$ cat config.mk
export PLATFORM = sky130hd
export DESIGN_NAME = adc_dac_conv_sequencer_flat
export DESIGN_NICKNAME = d
export VERILOG_FILES = /design/src/rtl/adc_dac_pkg.sv /design/src/rtl/adc_dac_conv_sequencer_if.sv /design/src/rtl/adc_dac_scaler.sv /design/src/rtl/adc_dac_conv_sequencer.sv /design/src/flat_wrapper.sv
export SDC_FILE = /design/constraint.sdc
export NUM_CORES = 1
export LEC_CHECK = 0
export ABC_AREA = 1
export ABC_CLOCK_PERIOD_IN_PS = 10600
export CAP_MARGIN = 10
export CELL_PAD_IN_SITES_DETAIL_PLACEMENT = 0
export CELL_PAD_IN_SITES_GLOBAL_PLACEMENT = 2
export CORE_MARGIN = 2
export CORE_UTILIZATION = 30
export DETAILED_ROUTE_END_ITERATION = 8
export HOLD_SLACK_MARGIN = 0.06
export PLACE_DENSITY = 0.83
export SYNTH_ARGS = -nofsm -noshare
export SYNTH_HDL_FRONTEND = slang
export SYNTH_HIERARCHICAL = 1
export SYNTH_SLANG_ARGS = --single-unit
export TNS_END_PERCENT = 30
$ cat constraint.sdc
create_clock -name clk -period 10.6 [get_ports clk]
set_input_delay 2.12 -clock clk [delete_from_list [all_inputs] [get_ports clk]]
set_output_delay 2.12 -clock clk [all_outputs]
set_load 0.01 [all_outputs]
$ cat src/rtl/adc_dac_pkg.sv
`default_nettype none
// ============================================================================
// Module      : adc_dac_pkg
// Description : Shared types and constants for the ADC->DAC conversion
//               sequencer: command and state encodings, STATUS bit layout.
// Revision    : 1.0 - initial release
// ============================================================================
package adc_dac_pkg;

  // Custom-instruction command codes carried on ci_n
  typedef enum logic [1:0] {
    CMD_STATUS     = 2'd0,
    CMD_SET_PERIOD = 2'd1,
    CMD_ENABLE     = 2'd2,
    CMD_LAST       = 2'd3
  } ci_cmd_e;

  // Conversion sequencer states
  typedef enum logic [1:0] {
    S_IDLE  = 2'd0,
    S_REQ   = 2'd1,
    S_SCALE = 2'd2,
    S_PUSH  = 2'd3
  } seq_state_e;

  // STATUS word layout
  localparam int ST_COUNT_LSB   = 0;
  localparam int ST_ENABLE_BIT  = 4;
  localparam int ST_BUSY_BIT    = 5;
  localparam int ST_TIMEOUT_BIT = 6;
  localparam int ST_MISS_LSB    = 8;
  localparam int ST_OVF_LSB     = 16;

  // Shortest legal sample period and the width of the period register
  localparam int PERIOD_MIN = 4;
  localparam int PERIOD_W   = 24;

  // 8-bit increment that sticks at all-ones
  function automatic logic [7:0] sat_inc8(input logic [7:0] v);
    return (v == 8'hFF) ? v : v + 8'd1;
  endfunction

endpackage
`default_nettype wire

$ cat src/rtl/adc_dac_conv_sequencer_if.sv
`default_nettype none
// ============================================================================
// Module      : adc_dac_conv_sequencer_if
// Description : ADC request/ack, DAC valid/ready and Nios II custom-instruction
//               signals of the conversion sequencer. slave = sequencer side,
//               master = environment (ADC, DAC driver, CPU) side.
// Revision    : 1.0 - initial release
// ============================================================================
interface adc_dac_conv_sequencer_if #(
  parameter int ADC_W = 12,
  parameter int DAC_W = 8
);
  logic             adc_req;
  logic             adc_ack;
  logic [ADC_W-1:0] adc_data;
  logic             dac_valid;
  logic             dac_ready;
  logic [DAC_W-1:0] dac_data;
  logic             ci_start;
  logic [1:0]       ci_n;
  logic [31:0]      ci_dataa;
  logic             ci_done;
  logic [31:0]      ci_result;

  modport slave (
    output adc_req,  input adc_ack,  input adc_data,
    output dac_valid, input dac_ready, output dac_data,
    input  ci_start, input ci_n, input ci_dataa,
    output ci_done,  output ci_result
  );

  modport master (
    input  adc_req,  output adc_ack,  output adc_data,
    input  dac_valid, output dac_ready, input dac_data,
    output ci_start, output ci_n, output ci_dataa,
    input  ci_done,  input ci_result
  );
endinterface
`default_nettype wire

$ cat src/rtl/adc_dac_scaler.sv
`default_nettype none
// ============================================================================
// Module      : adc_dac_scaler
// Description : Two-stage code scaler: stage 1 multiplies the sample by
//               SCALE_NUM, stage 2 divides by SCALE_DEN (truncating) and
//               saturates to the DAC range. out_valid follows in_valid by 2.
// Revision    : 1.0 - initial release
// ============================================================================
module adc_dac_scaler #(
  parameter int ADC_W     = 12,
  parameter int DAC_W     = 8,
  parameter int SCALE_NUM = 51,
  parameter int SCALE_DEN = 1000
) (
  input  logic             clk,
  input  logic             reset,
  input  logic             in_valid,
  input  logic [ADC_W-1:0] in_data,
  output logic             out_valid,
  output logic [DAC_W-1:0] out_code
);
  localparam int PROD_W   = ADC_W + $clog2(SCALE_NUM + 1);
  localparam int CODE_MAX = (1 << DAC_W) - 1;

  logic [PROD_W-1:0] prod_q, prod_d;
  logic              s1_valid_q, s1_valid_d;
  logic [DAC_W-1:0]  code_q, code_d;
  logic              s2_valid_q, s2_valid_d;
  logic [PROD_W-1:0] quot;

  // Multiply on capture, then divide and clamp one cycle later
  always_comb begin
    prod_d     = prod_q;
    s1_valid_d = in_valid;
    if (in_valid) prod_d = PROD_W'(in_data) * PROD_W'(SCALE_NUM);
    quot       = prod_q / PROD_W'(SCALE_DEN);
    s2_valid_d = s1_valid_q;
    code_d     = code_q;
    if (s1_valid_q)
      code_d = (quot > PROD_W'(CODE_MAX)) ? DAC_W'(CODE_MAX) : quot[DAC_W-1:0];
  end

  // Pipeline registers
  always_ff @(posedge clk) begin
    if (reset) begin
      prod_q     <= '0;
      s1_valid_q <= 1'b0;
      code_q     <= '0;
      s2_valid_q <= 1'b0;
    end else begin
      prod_q     <= prod_d;
      s1_valid_q <= s1_valid_d;
      code_q     <= code_d;
      s2_valid_q <= s2_valid_d;
    end
  end

  assign out_valid = s2_valid_q;
  assign out_code  = code_q;
endmodule
`default_nettype wire

$ cat src/rtl/adc_dac_conv_sequencer.sv
`default_nettype none
// ============================================================================
// Module      : adc_dac_conv_sequencer
// Description : Periodic ADC capture -> x51/1000 scaling -> output FIFO -> DAC
//               handshake, configured and monitored through a multi-cycle
//               Nios II custom-instruction port.
// Revision    : 1.0 - initial release
// ============================================================================
module adc_dac_conv_sequencer
  import adc_dac_pkg::*;
#(
  parameter int ADC_W       = 12,
  parameter int DAC_W       = 8,
  parameter int SCALE_NUM   = 51,
  parameter int SCALE_DEN   = 1000,
  parameter int FIFO_DEPTH  = 8,
  parameter int ACK_TIMEOUT = 255,
  parameter int PERIOD_RST  = 1000
) (
  input  logic                    clk,
  input  logic                    reset,
  adc_dac_conv_sequencer_if.slave bus
);
  localparam int CNT_W = $clog2(FIFO_DEPTH + 1);
  localparam int PTR_W = $clog2(FIFO_DEPTH);
  localparam int TO_W  = $clog2(ACK_TIMEOUT + 1);

  seq_state_e           state_q, state_d;
  logic                 enable_q, enable_d;
  logic [PERIOD_W-1:0]  period_q, period_d, pcnt_q, pcnt_d;
  logic [TO_W-1:0]      to_cnt_q, to_cnt_d;
  logic                 timeout_q, timeout_d, seen_q, seen_d;
  logic [7:0]           miss_q, miss_d, ovf_q, ovf_d;
  logic [DAC_W-1:0]     last_q, last_d;
  logic [DAC_W-1:0]     mem_q [FIFO_DEPTH];
  logic [DAC_W-1:0]     mem_d [FIFO_DEPTH];
  logic [PTR_W-1:0]     wr_q, wr_d, rd_q, rd_d;
  logic [CNT_W-1:0]     count_q, count_d;
  logic                 ci_done_q;
  logic [31:0]          ci_result_q, ci_result_d;

  logic tick, adc_req, ack_take, timeout_hit, push_req, busy;
  logic fifo_full, push, pop, scale_valid, miss_inc, ovf_inc;
  logic status_rd, set_period, set_enable;
  logic [DAC_W-1:0] scale_code;
  logic [31:0] status_word, last_word;
  ci_cmd_e cmd;
  logic unused_dataa;

  assign cmd          = ci_cmd_e'(bus.ci_n);
  assign status_rd    = bus.ci_start && (cmd == CMD_STATUS);
  assign set_period   = bus.ci_start && (cmd == CMD_SET_PERIOD);
  assign set_enable   = bus.ci_start && (cmd == CMD_ENABLE);
  assign unused_dataa = ^bus.ci_dataa[31:PERIOD_W];

  adc_dac_scaler #(
    .ADC_W(ADC_W), .DAC_W(DAC_W), .SCALE_NUM(SCALE_NUM), .SCALE_DEN(SCALE_DEN)
  ) u_scaler (
    .clk(clk), .reset(reset), .in_valid(ack_take), .in_data(bus.adc_data),
    .out_valid(scale_valid), .out_code(scale_code)
  );

  // Period counter: free-runs while enabled, SET_PERIOD clamps and restarts it
  always_comb begin
    enable_d = enable_q;
    period_d = period_q;
    tick     = enable_q && (pcnt_q == period_q - PERIOD_W'(1));
    if (!enable_q || tick) pcnt_d = '0;
    else                   pcnt_d = pcnt_q + PERIOD_W'(1);
    if (set_enable) enable_d = bus.ci_dataa[0];
    if (set_period) begin
      period_d = (bus.ci_dataa[PERIOD_W-1:0] < PERIOD_W'(PERIOD_MIN)) ?
                 PERIOD_W'(PERIOD_MIN) : bus.ci_dataa[PERIOD_W-1:0];
      pcnt_d   = '0;
    end
  end

  // Sequencer next state; the ack wait counter only advances in S_REQ
  always_comb begin
    state_d  = state_q;
    to_cnt_d = to_cnt_q;
    case (state_q)
      S_IDLE: begin
        to_cnt_d = '0;
        if (tick) state_d = S_REQ;
      end
      S_REQ: begin
        if (bus.adc_ack)                               state_d = S_SCALE;
        else if (to_cnt_q == TO_W'(ACK_TIMEOUT - 1))   state_d = S_IDLE;
        else                                           to_cnt_d = to_cnt_q + TO_W'(1);
      end
      S_SCALE: if (scale_valid) state_d = S_PUSH;
      S_PUSH:  state_d = S_IDLE;
      default: state_d = S_IDLE;
    endcase
  end

  // Sequencer outputs decoded from the current state
  always_comb begin
    adc_req     = (state_q == S_REQ);
    ack_take    = adc_req && bus.adc_ack;
    timeout_hit = adc_req && !bus.adc_ack && (to_cnt_q == TO_W'(ACK_TIMEOUT - 1));
    push_req    = (state_q == S_PUSH);
    busy        = (state_q != S_IDLE);
  end

  // FIFO pointers/storage; a push on full is dropped, pop on valid&ready
  always_comb begin
    fifo_full = (count_q == CNT_W'(FIFO_DEPTH));
    push      = push_req && !fifo_full;
    pop       = (count_q != '0) && bus.dac_ready;
    mem_d     = mem_q;
    if (push) mem_d[wr_q] = scale_code;
    wr_d      = push ? wr_q + PTR_W'(1) : wr_q;
    rd_d      = pop  ? rd_q + PTR_W'(1) : rd_q;
    count_d   = count_q + CNT_W'(push) - CNT_W'(pop);
  end

  // Sticky flags and saturating counters; an event in the read cycle survives the clear
  always_comb begin
    miss_inc  = tick && busy;
    ovf_inc   = push_req && fifo_full;
    miss_d    = status_rd ? {7'd0, miss_inc} : (miss_inc ? sat_inc8(miss_q) : miss_q);
    ovf_d     = status_rd ? {7'd0, ovf_inc}  : (ovf_inc  ? sat_inc8(ovf_q)  : ovf_q);
    timeout_d = timeout_hit || (timeout_q && !status_rd);
    last_d    = push_req ? scale_code : last_q;
    seen_d    = seen_q || push_req;
  end

  // Custom-instruction result, captured in the start cycle from pre-clear state
  always_comb begin
    status_word = '0;
    status_word[ST_COUNT_LSB +: CNT_W] = count_q;
    status_word[ST_ENABLE_BIT]         = enable_q;
    status_word[ST_BUSY_BIT]           = busy;
    status_word[ST_TIMEOUT_BIT]        = timeout_q;
    status_word[ST_MISS_LSB +: 8]      = miss_q;
    status_word[ST_OVF_LSB +: 8]       = ovf_q;
    last_word = '0;
    last_word[31]          = seen_q;
    last_word[DAC_W-1:0]   = last_q;
    ci_result_d = '0;
    if (bus.ci_start) begin
      case (cmd)
        CMD_STATUS: ci_result_d = status_word;
        CMD_LAST:   ci_result_d = last_word;
        default:    ci_result_d = '0;
      endcase
    end
  end

  // State register for everything above
  always_ff @(posedge clk) begin
    if (reset) begin
      state_q     <= S_IDLE;
      enable_q    <= 1'b0;
      period_q    <= PERIOD_W'(PERIOD_RST);
      pcnt_q      <= '0;
      to_cnt_q    <= '0;
      timeout_q   <= 1'b0;
      miss_q      <= '0;
      ovf_q       <= '0;
      last_q      <= '0;
      seen_q      <= 1'b0;
      for (int i = 0; i < FIFO_DEPTH; i++) mem_q[i] <= '0;
      wr_q        <= '0;
      rd_q        <= '0;
      count_q     <= '0;
      ci_done_q   <= 1'b0;
      ci_result_q <= '0;
    end else begin
      state_q     <= state_d;
      enable_q    <= enable_d;
      period_q    <= period_d;
      pcnt_q      <= pcnt_d;
      to_cnt_q    <= to_cnt_d;
      timeout_q   <= timeout_d;
      miss_q      <= miss_d;
      ovf_q       <= ovf_d;
      last_q      <= last_d;
      seen_q      <= seen_d;
      mem_q       <= mem_d;
      wr_q        <= wr_d;
      rd_q        <= rd_d;
      count_q     <= count_d;
      ci_done_q   <= bus.ci_start;
      ci_result_q <= ci_result_d;
    end
  end

  assign bus.adc_req   = adc_req;
  assign bus.dac_valid = (count_q != '0);
  assign bus.dac_data  = (count_q != '0) ? mem_q[rd_q] : '0;
  assign bus.ci_done   = ci_done_q;
  assign bus.ci_result = ci_result_q;
endmodule
`default_nettype wire
$ cat src/flat_wrapper.sv
// flat-port wrapper written by rule: the top's interface ports become plain ports
module adc_dac_conv_sequencer_flat import adc_dac_pkg::*;
#(
  parameter int ADC_W       = 12,
  parameter int DAC_W       = 8,
  parameter int SCALE_NUM   = 51,
  parameter int SCALE_DEN   = 1000,
  parameter int FIFO_DEPTH  = 8,
  parameter int ACK_TIMEOUT = 255,
  parameter int PERIOD_RST  = 1000
)
  (clk, reset, bus_adc_req, bus_adc_ack, bus_adc_data, bus_dac_valid, bus_dac_ready, bus_dac_data, bus_ci_start, bus_ci_n, bus_ci_dataa, bus_ci_done, bus_ci_result);
  adc_dac_conv_sequencer_if #(.ADC_W(ADC_W), .DAC_W(DAC_W)) bus_i ();
  input  logic clk;
  input  logic reset;
  output wire logic [$bits(bus_i.adc_req)-1:0] bus_adc_req;
  input wire logic [$bits(bus_i.adc_ack)-1:0] bus_adc_ack;
  input wire logic [$bits(bus_i.adc_data)-1:0] bus_adc_data;
  output wire logic [$bits(bus_i.dac_valid)-1:0] bus_dac_valid;
  input wire logic [$bits(bus_i.dac_ready)-1:0] bus_dac_ready;
  output wire logic [$bits(bus_i.dac_data)-1:0] bus_dac_data;
  input wire logic [$bits(bus_i.ci_start)-1:0] bus_ci_start;
  input wire logic [$bits(bus_i.ci_n)-1:0] bus_ci_n;
  input wire logic [$bits(bus_i.ci_dataa)-1:0] bus_ci_dataa;
  output wire logic [$bits(bus_i.ci_done)-1:0] bus_ci_done;
  output wire logic [$bits(bus_i.ci_result)-1:0] bus_ci_result;
  assign bus_adc_req = bus_i.adc_req;
  assign bus_i.adc_ack = bus_adc_ack;
  assign bus_i.adc_data = bus_adc_data;
  assign bus_dac_valid = bus_i.dac_valid;
  assign bus_i.dac_ready = bus_dac_ready;
  assign bus_dac_data = bus_i.dac_data;
  assign bus_i.ci_start = bus_ci_start;
  assign bus_i.ci_n = bus_ci_n;
  assign bus_i.ci_dataa = bus_ci_dataa;
  assign bus_ci_done = bus_i.ci_done;
  assign bus_ci_result = bus_i.ci_result;
  adc_dac_conv_sequencer #(.ADC_W(ADC_W), .DAC_W(DAC_W), .SCALE_NUM(SCALE_NUM), .SCALE_DEN(SCALE_DEN), .FIFO_DEPTH(FIFO_DEPTH), .ACK_TIMEOUT(ACK_TIMEOUT), .PERIOD_RST(PERIOD_RST)) u_core (.clk(clk), .reset(reset), .bus(bus_i));
endmodule
## Yosys cells after proc, flatten, opt, wreduce, memory -nomap -nowiden

Index checks and enable logic that the tools add are counted.

- Bits in registers: 220
- Word-level logic and storage cells: 128
- Output and inout bits: 43
- Input port bits: 51

- Reduce and logical (&&, ||, !) cells: 36
- Multipliers: 1
- Muxes and demuxes: 24
- $lt $le $gt $ge: 5
- Bitwise operators: 5
- Equal/unequal tests: 18
- Divide/modulo/power cells: 1
- Add/subtract/negate cells: 9

Operator list:

| cell | count |
|---|---|
| $bwmux W64 | 1 |
| $pmux W32 S2 | 1 |
| $mux W8 | 7 |
| $add A24 B1 Y24 const B | 1 |
| $add A8 B1 Y8 const B | 3 |
| $bmux W8 S3 | 1 |
| $demux W8 S3 | 1 |
| $eq A24 B24 Y1 | 1 |
| $eq A8 B8 Y1 const B | 3 |
| $lt A24 B3 Y1 const B | 1 |
| $mux W24 | 1 |
| $sub A24 B1 Y24 const B | 1 |
| $div A18 B10 Y18 const B | 1 |
| $gt A18 B8 Y1 const B | 1 |
| $mul A12 B6 Y18 const B | 1 |
| $pmux W8 S2 | 1 |
| $logic_and A1 B1 Y1 | 13 |
| $eq A2 B2 Y1 const B | 4 |
| $ge A4 B4 Y1 const B | 2 |
| $mux W2 | 4 |
| $not A3 Y4 | 2 |
| $pmux W2 S4 | 1 |
| $reduce_and A2 Y1 | 4 |
| $reduce_bool A2 Y1 | 4 |
| 18 further kinds | 39 |

## Logic depth before layout (Yosys ltp)

- Depth after elaboration: 6
- Mapped depth: 50

## Hierarchy

Netlist, hierarchy kept.

By module, submodules not included:

| module | cells an instance | times used | area each (sq um) | seq. area each (sq um) |
|---|---|---|---|---|
| adc_dac_conv_sequencer | 1296 | 1 | 9166.3 | 3703.6 |
| adc_dac_scaler | 573 | 1 | 3829.9 | 500.5 |

## Worst setup path after synthesis

No wires, ideal clock.

- Path kind: in2reg
- From: in bus_adc_data[1]
- To: reg u_core.u_scaler.prod_q[17]
- Buffers on the path: 0
- Stages on the path: 21
- Required time: 10.477 ns
- Setup time: 0.123 ns
- Data arrival time: 5.401 ns
- Setup slack: 5.077 ns
- Cell sequence: ha_1 > fa_1 > inv_1 > fa_1 > inv_1 > ha_1 > a21oi_1 > o21ai_0 > a21oi_1 > inv_1 > a21oi_1 > o21ai_0 > a21oi_1 > o21bai_1 > nand3_1 > nand2_1 > a21oi_1 > nor2_1 > nor2_1 > xor2_1 > a21oi_1

- Word-level cells in the longest chain between the ends: 1

Ends and longest elaborated chain:

| item | RTL line | text |
|---|---|---|
| start: declaration | flat_wrapper.sv:18 | `input wire logic [$bits(bus_i.adc_data)-1:0] bus_adc_data;` |
| $mul A12 B6 Y18 | adc_dac_scaler.sv:35 | `if (in_valid) prod_d = PROD_W'(in_data) * PROD_W'(SCALE_NUM);` |
| end signal: assignment | adc_dac_scaler.sv:51 | `prod_q <= prod_d;` |
| end: declaration | adc_dac_scaler.sv:25 | `logic [PROD_W-1:0] prod_q, prod_d;` |

Every way passes these cells.
A chain may end at the register's enable or synchronous reset.

## Worst setup path in the final report

Same ends and word-level chain as after synthesis.

==> reports/qor.tcl <==
set qor(status) {complete, no violations}
set qor(wire_per_inst_um) 13.5
set qor(worst_slew_pin_slew_ns) 0.916
set qor(grt_remaining_overflow) 0
set qor(number_of_slew_limit_violations_in_the_final_report) 0
set qor(vdd.ir_drop.worst_uv) 80.6
set qor(row_count) 76
set qor(number_of_vias_per_cell_after_detailed_routing) 4.60
set qor(finalWeightedCongestion) 0.831
set qor(synth-async-reset-ratio_pct) 0
set qor(cts.clk_slew.worst_paths_ns) 0.06
set qor(fin_util_pct) 35.2
set qor(syn_area_per_cell_sq_um) 6.95
set qor(final.setup.tns_ns) 0
set qor(finalHoldWorstSlack_ns) 0.451
set qor(critical_path_required_ns) 11.08
set qor(cts_max_level) 1
set qor(cap_viol_max_count) 0
set qor(postPlaceCellArea_sq_um) 14300
set qor(ys_types) 54
set qor(r2r_cells) 46
set qor(die_width_um) 212
set qor(fin_crit_ns) 5.72
set qor(setup_repair_after_global_routing_missed_its_margin) {false}
set qor(detailed_place_hpwl_mm) 25.4
set qor(io_pins) 94
set qor(yosysMostFrequentCell) {nand2_1}
set qor(antenna_found_initial) 0
set qor(wirelength_mm) 34.3
set qor(n_antenna_cell) 0
set qor(critPathArrivalTime_ns) 6.20
set qor(vias) 11600
set qor(powerDensity_nw_per_um2) 140
set qor(timing.max_slew.rel_slack_pct) 38.8
set qor(worstHoldPathType) {register to register}
set qor(clock.fmax_mhz) 175
set qor(post-route-drc-count) 0
set qor(drtIter0Drc) 742
set qor(finClkSkew_ns) 0.00729
set qor(leakage_power_total_nw) 6.72
set qor(peak_fanout_along_the_critical_path) 4
set qor(holdCritStartpoint) {u_core/to_cnt_q[7]}
set qor(critPathLaunchType) {input pin}
set qor(cts_buffer_depth) 3
set qor(reg2reg_to) {u_core/u_scaler/out_code[0]}
set qor(ys.flop_type) {dfxtp_1}
set qor(clkSinkCount) 210
set qor(synth_area_leaders) {dfxtp_1 (32%), nand2_1 (9.0%), nor2_1 (8.8%), inv_1 (7.0%), o21ai_0 (6.4%)}
set qor(seq_area_sq_um) 4200
set qor(hold_depth) 1
set qor(drive_above_1_share_pct) 9.18
set qor(grt_pass1_vias) 11300
set qor(number_of_buffers_created_by_cts) 26
set qor(nets) 2056
set qor(syn_area_sq_um) 13000
set qor(synthDominantCellAreaShare_pct) 32.3
set qor(placeableCoreArea_sq_um) 42900
set qor(worstReg2RegStart) {u_core/u_scaler/prod_q[15]}
set qor(numPortBuffers) 78
set qor(root_buffer) {clkbuf_16}
set qor(worst_setup_path_end_kind) {register}
set qor(drtPass1Iterations) 5
set qor(synth_sequential_area_ratio_pct) 32.3
set qor(synth_top_cell_by_area) {dfxtp_1}
set qor(number_of_flip_flops_and_latches_in_the_synthesized_netlist) 210
set qor(timing.final.hold_violations) 0
set qor(final_min_period_over_clock_period_pct) 54.0
set qor(final_design_area_no_fill_sq_um) 15100
set qor(total_power_mw) 2.12
set qor(postLayoutSetupSlackWorst_ns) 4.88
set qor(multi_input_area_sq_um) 7560
set qor(timing.hold.worst_endpoint) {u_core/to_cnt_q[7]}
set qor(post_cts_repair_resize_count) 0
set qor(hold_buffers) 0
set qor(post-place-ws_ns) 4.27
set qor(synth.cells.most_frequent) {nand2_1 (310), nor2_1 (303), inv_1 (242)}
set qor(groute.usage.overall_pct) 15.5
set qor(initial_util_pct) 30.3
set qor(number_of_non_filler_instances_in_the_completed_layout) 2534
set qor(wire_length_of_the_first_global_routing_pass_mm) 57.1
set qor(grt_start_max_net_pins) 76
set qor(layout-area-overhead-vs-synth_pct) 16.3
set qor(die_y_um) 212
set qor(setup_viol_count_final) 0
set qor(worstSetupPathType) {input pin to register}
set qor(antenna_left) 0
set qor(floorplan.die_area_sq_um) 45000
set qor(cts.repair_timing.setup_buffer_count) 0
set qor(ys_warn_count) 6
set qor(r2r_setup_slack_ns) 5.58
set qor(cells_after_dpl) 2489
set qor(clk_latency_ns) 0.55
set qor(num-fill-cells) 4644
set qor(clock_tree_from_tritoncts) {yes}
set qor(synth-edff-count) 0
set qor(post_synth_inst_count) 1869
layout make-up:
class	instances	area share, %
inverters	265	6.58
flip-flops and latches	210	27.8
well taps	585	4.84
clock inverters	4	0.224
repair buffers	83	5.38
multi-input cells	1346	50.0
clock buffers	41	5.14
worst max path at each step:
stage	slack, ns	cells after the start	startpoint	endpoint
2_1_floorplan	5.08	21	bus_adc_data[1]	u_core/u_scaler/prod_q[17]
3_3_place_gp	4.27	22	bus_adc_data[4]	u_core/u_scaler/prod_q[16]
3_5_place_dp	4.27	22	bus_adc_data[1]	u_core/u_scaler/prod_q[17]
4_1_cts	4.85	22	bus_adc_data[1]	u_core/u_scaler/prod_q[17]
5_1_grt	4.52	22	bus_adc_data[2]	u_core/u_scaler/prod_q[17]
6_report	4.88	22	bus_adc_data[1]	u_core/u_scaler/prod_q[17]
routing by layer:
| layer | global-route usage [%] | vias to the layer above | part of all wire (%) |
|---|---|---|---|
| met3 | 2.07 | 44 | 4.1 |
| met4 | 4.03 | 0 | 2.0 |
| met1 | 21.5 | 5291 | 50 |
| met2 | 25.3 | 186 | 44 |
| met5 | 0 | - | 0 |
| li1 | - | 6126 | - |
cells in the final DEF (no fill, tap or decap), drive strengths merged, types with 14 or more instances in the layout:
cell           netlist  routed
inv                262     262
dfxtp              210     210
nor2               339     339
nor3                29      29
fa                  17      17
nand2              349     349
xor2                49      49
xnor2               14      14
a21oi              100     100
ha                  56      56
nand3              110     110
clkbuf              36      42
nand4               29      29
o21ai              177     177
clkdlybuf4s50        0      77
cells by family after synthesis:
logic type,Yosys count,synth area share [%]
simple gates,879,31.9
compound gates,324,13.7
buf+inv,319,9.67
flops,210,32.3
fa+ha+maj,73,8.01
xor+xnor,63,4.30
other cells,1,0.0289
flip-flops by register name, summed over array words and instances, names as in the netlist, 3 cells and up, named ones only:
| signal | cells |
|---|---|
| u_core/ovf_q | 8 |
| u_core/count_q | 4 |
| u_core/mem_q | 64 |
| u_core/rd_q | 3 |
| u_core/last_q | 8 |
| u_core/period_q | 24 |
| u_core/to_cnt_q | 8 |
| u_core/u_scaler/prod_q | 15 |
| u_core/wr_q | 3 |
| u_core/u_scaler/out_code | 8 |
| u_core/miss_q | 8 |
| u_core/bus.ci_result | 25 |
| u_core/pcnt_q | 24 |
power by group:
group          switching (mW)  internal, mW  leakage, nW
logic                   0.273         0.181         4.63
registers              0.0160         0.804         1.70
clock network           0.348         0.499        0.395
critical path: stages:
cell	delay, ns
clkdlybuf4s50_1	0.43
ha_1	0.35
fa_1	0.51
inv_1	0.05
fa_1	0.49
inv_1	0.04
ha_1	0.34
nand2_1	0.06
o21ai_0	0.28
a21oi_1	0.11
inv_1	0.06
a21oi_1	0.08
o21ai_0	0.30
a21oi_1	0.11
o21bai_1	0.21
nand3_1	0.09
nand2_1	0.11
a21oi_1	0.07
nor2_1	0.08
nor2_1	0.06
xor2_1	0.13
a21oi_1	0.11
Note: power is estimated with default switching activity, not from simulation.
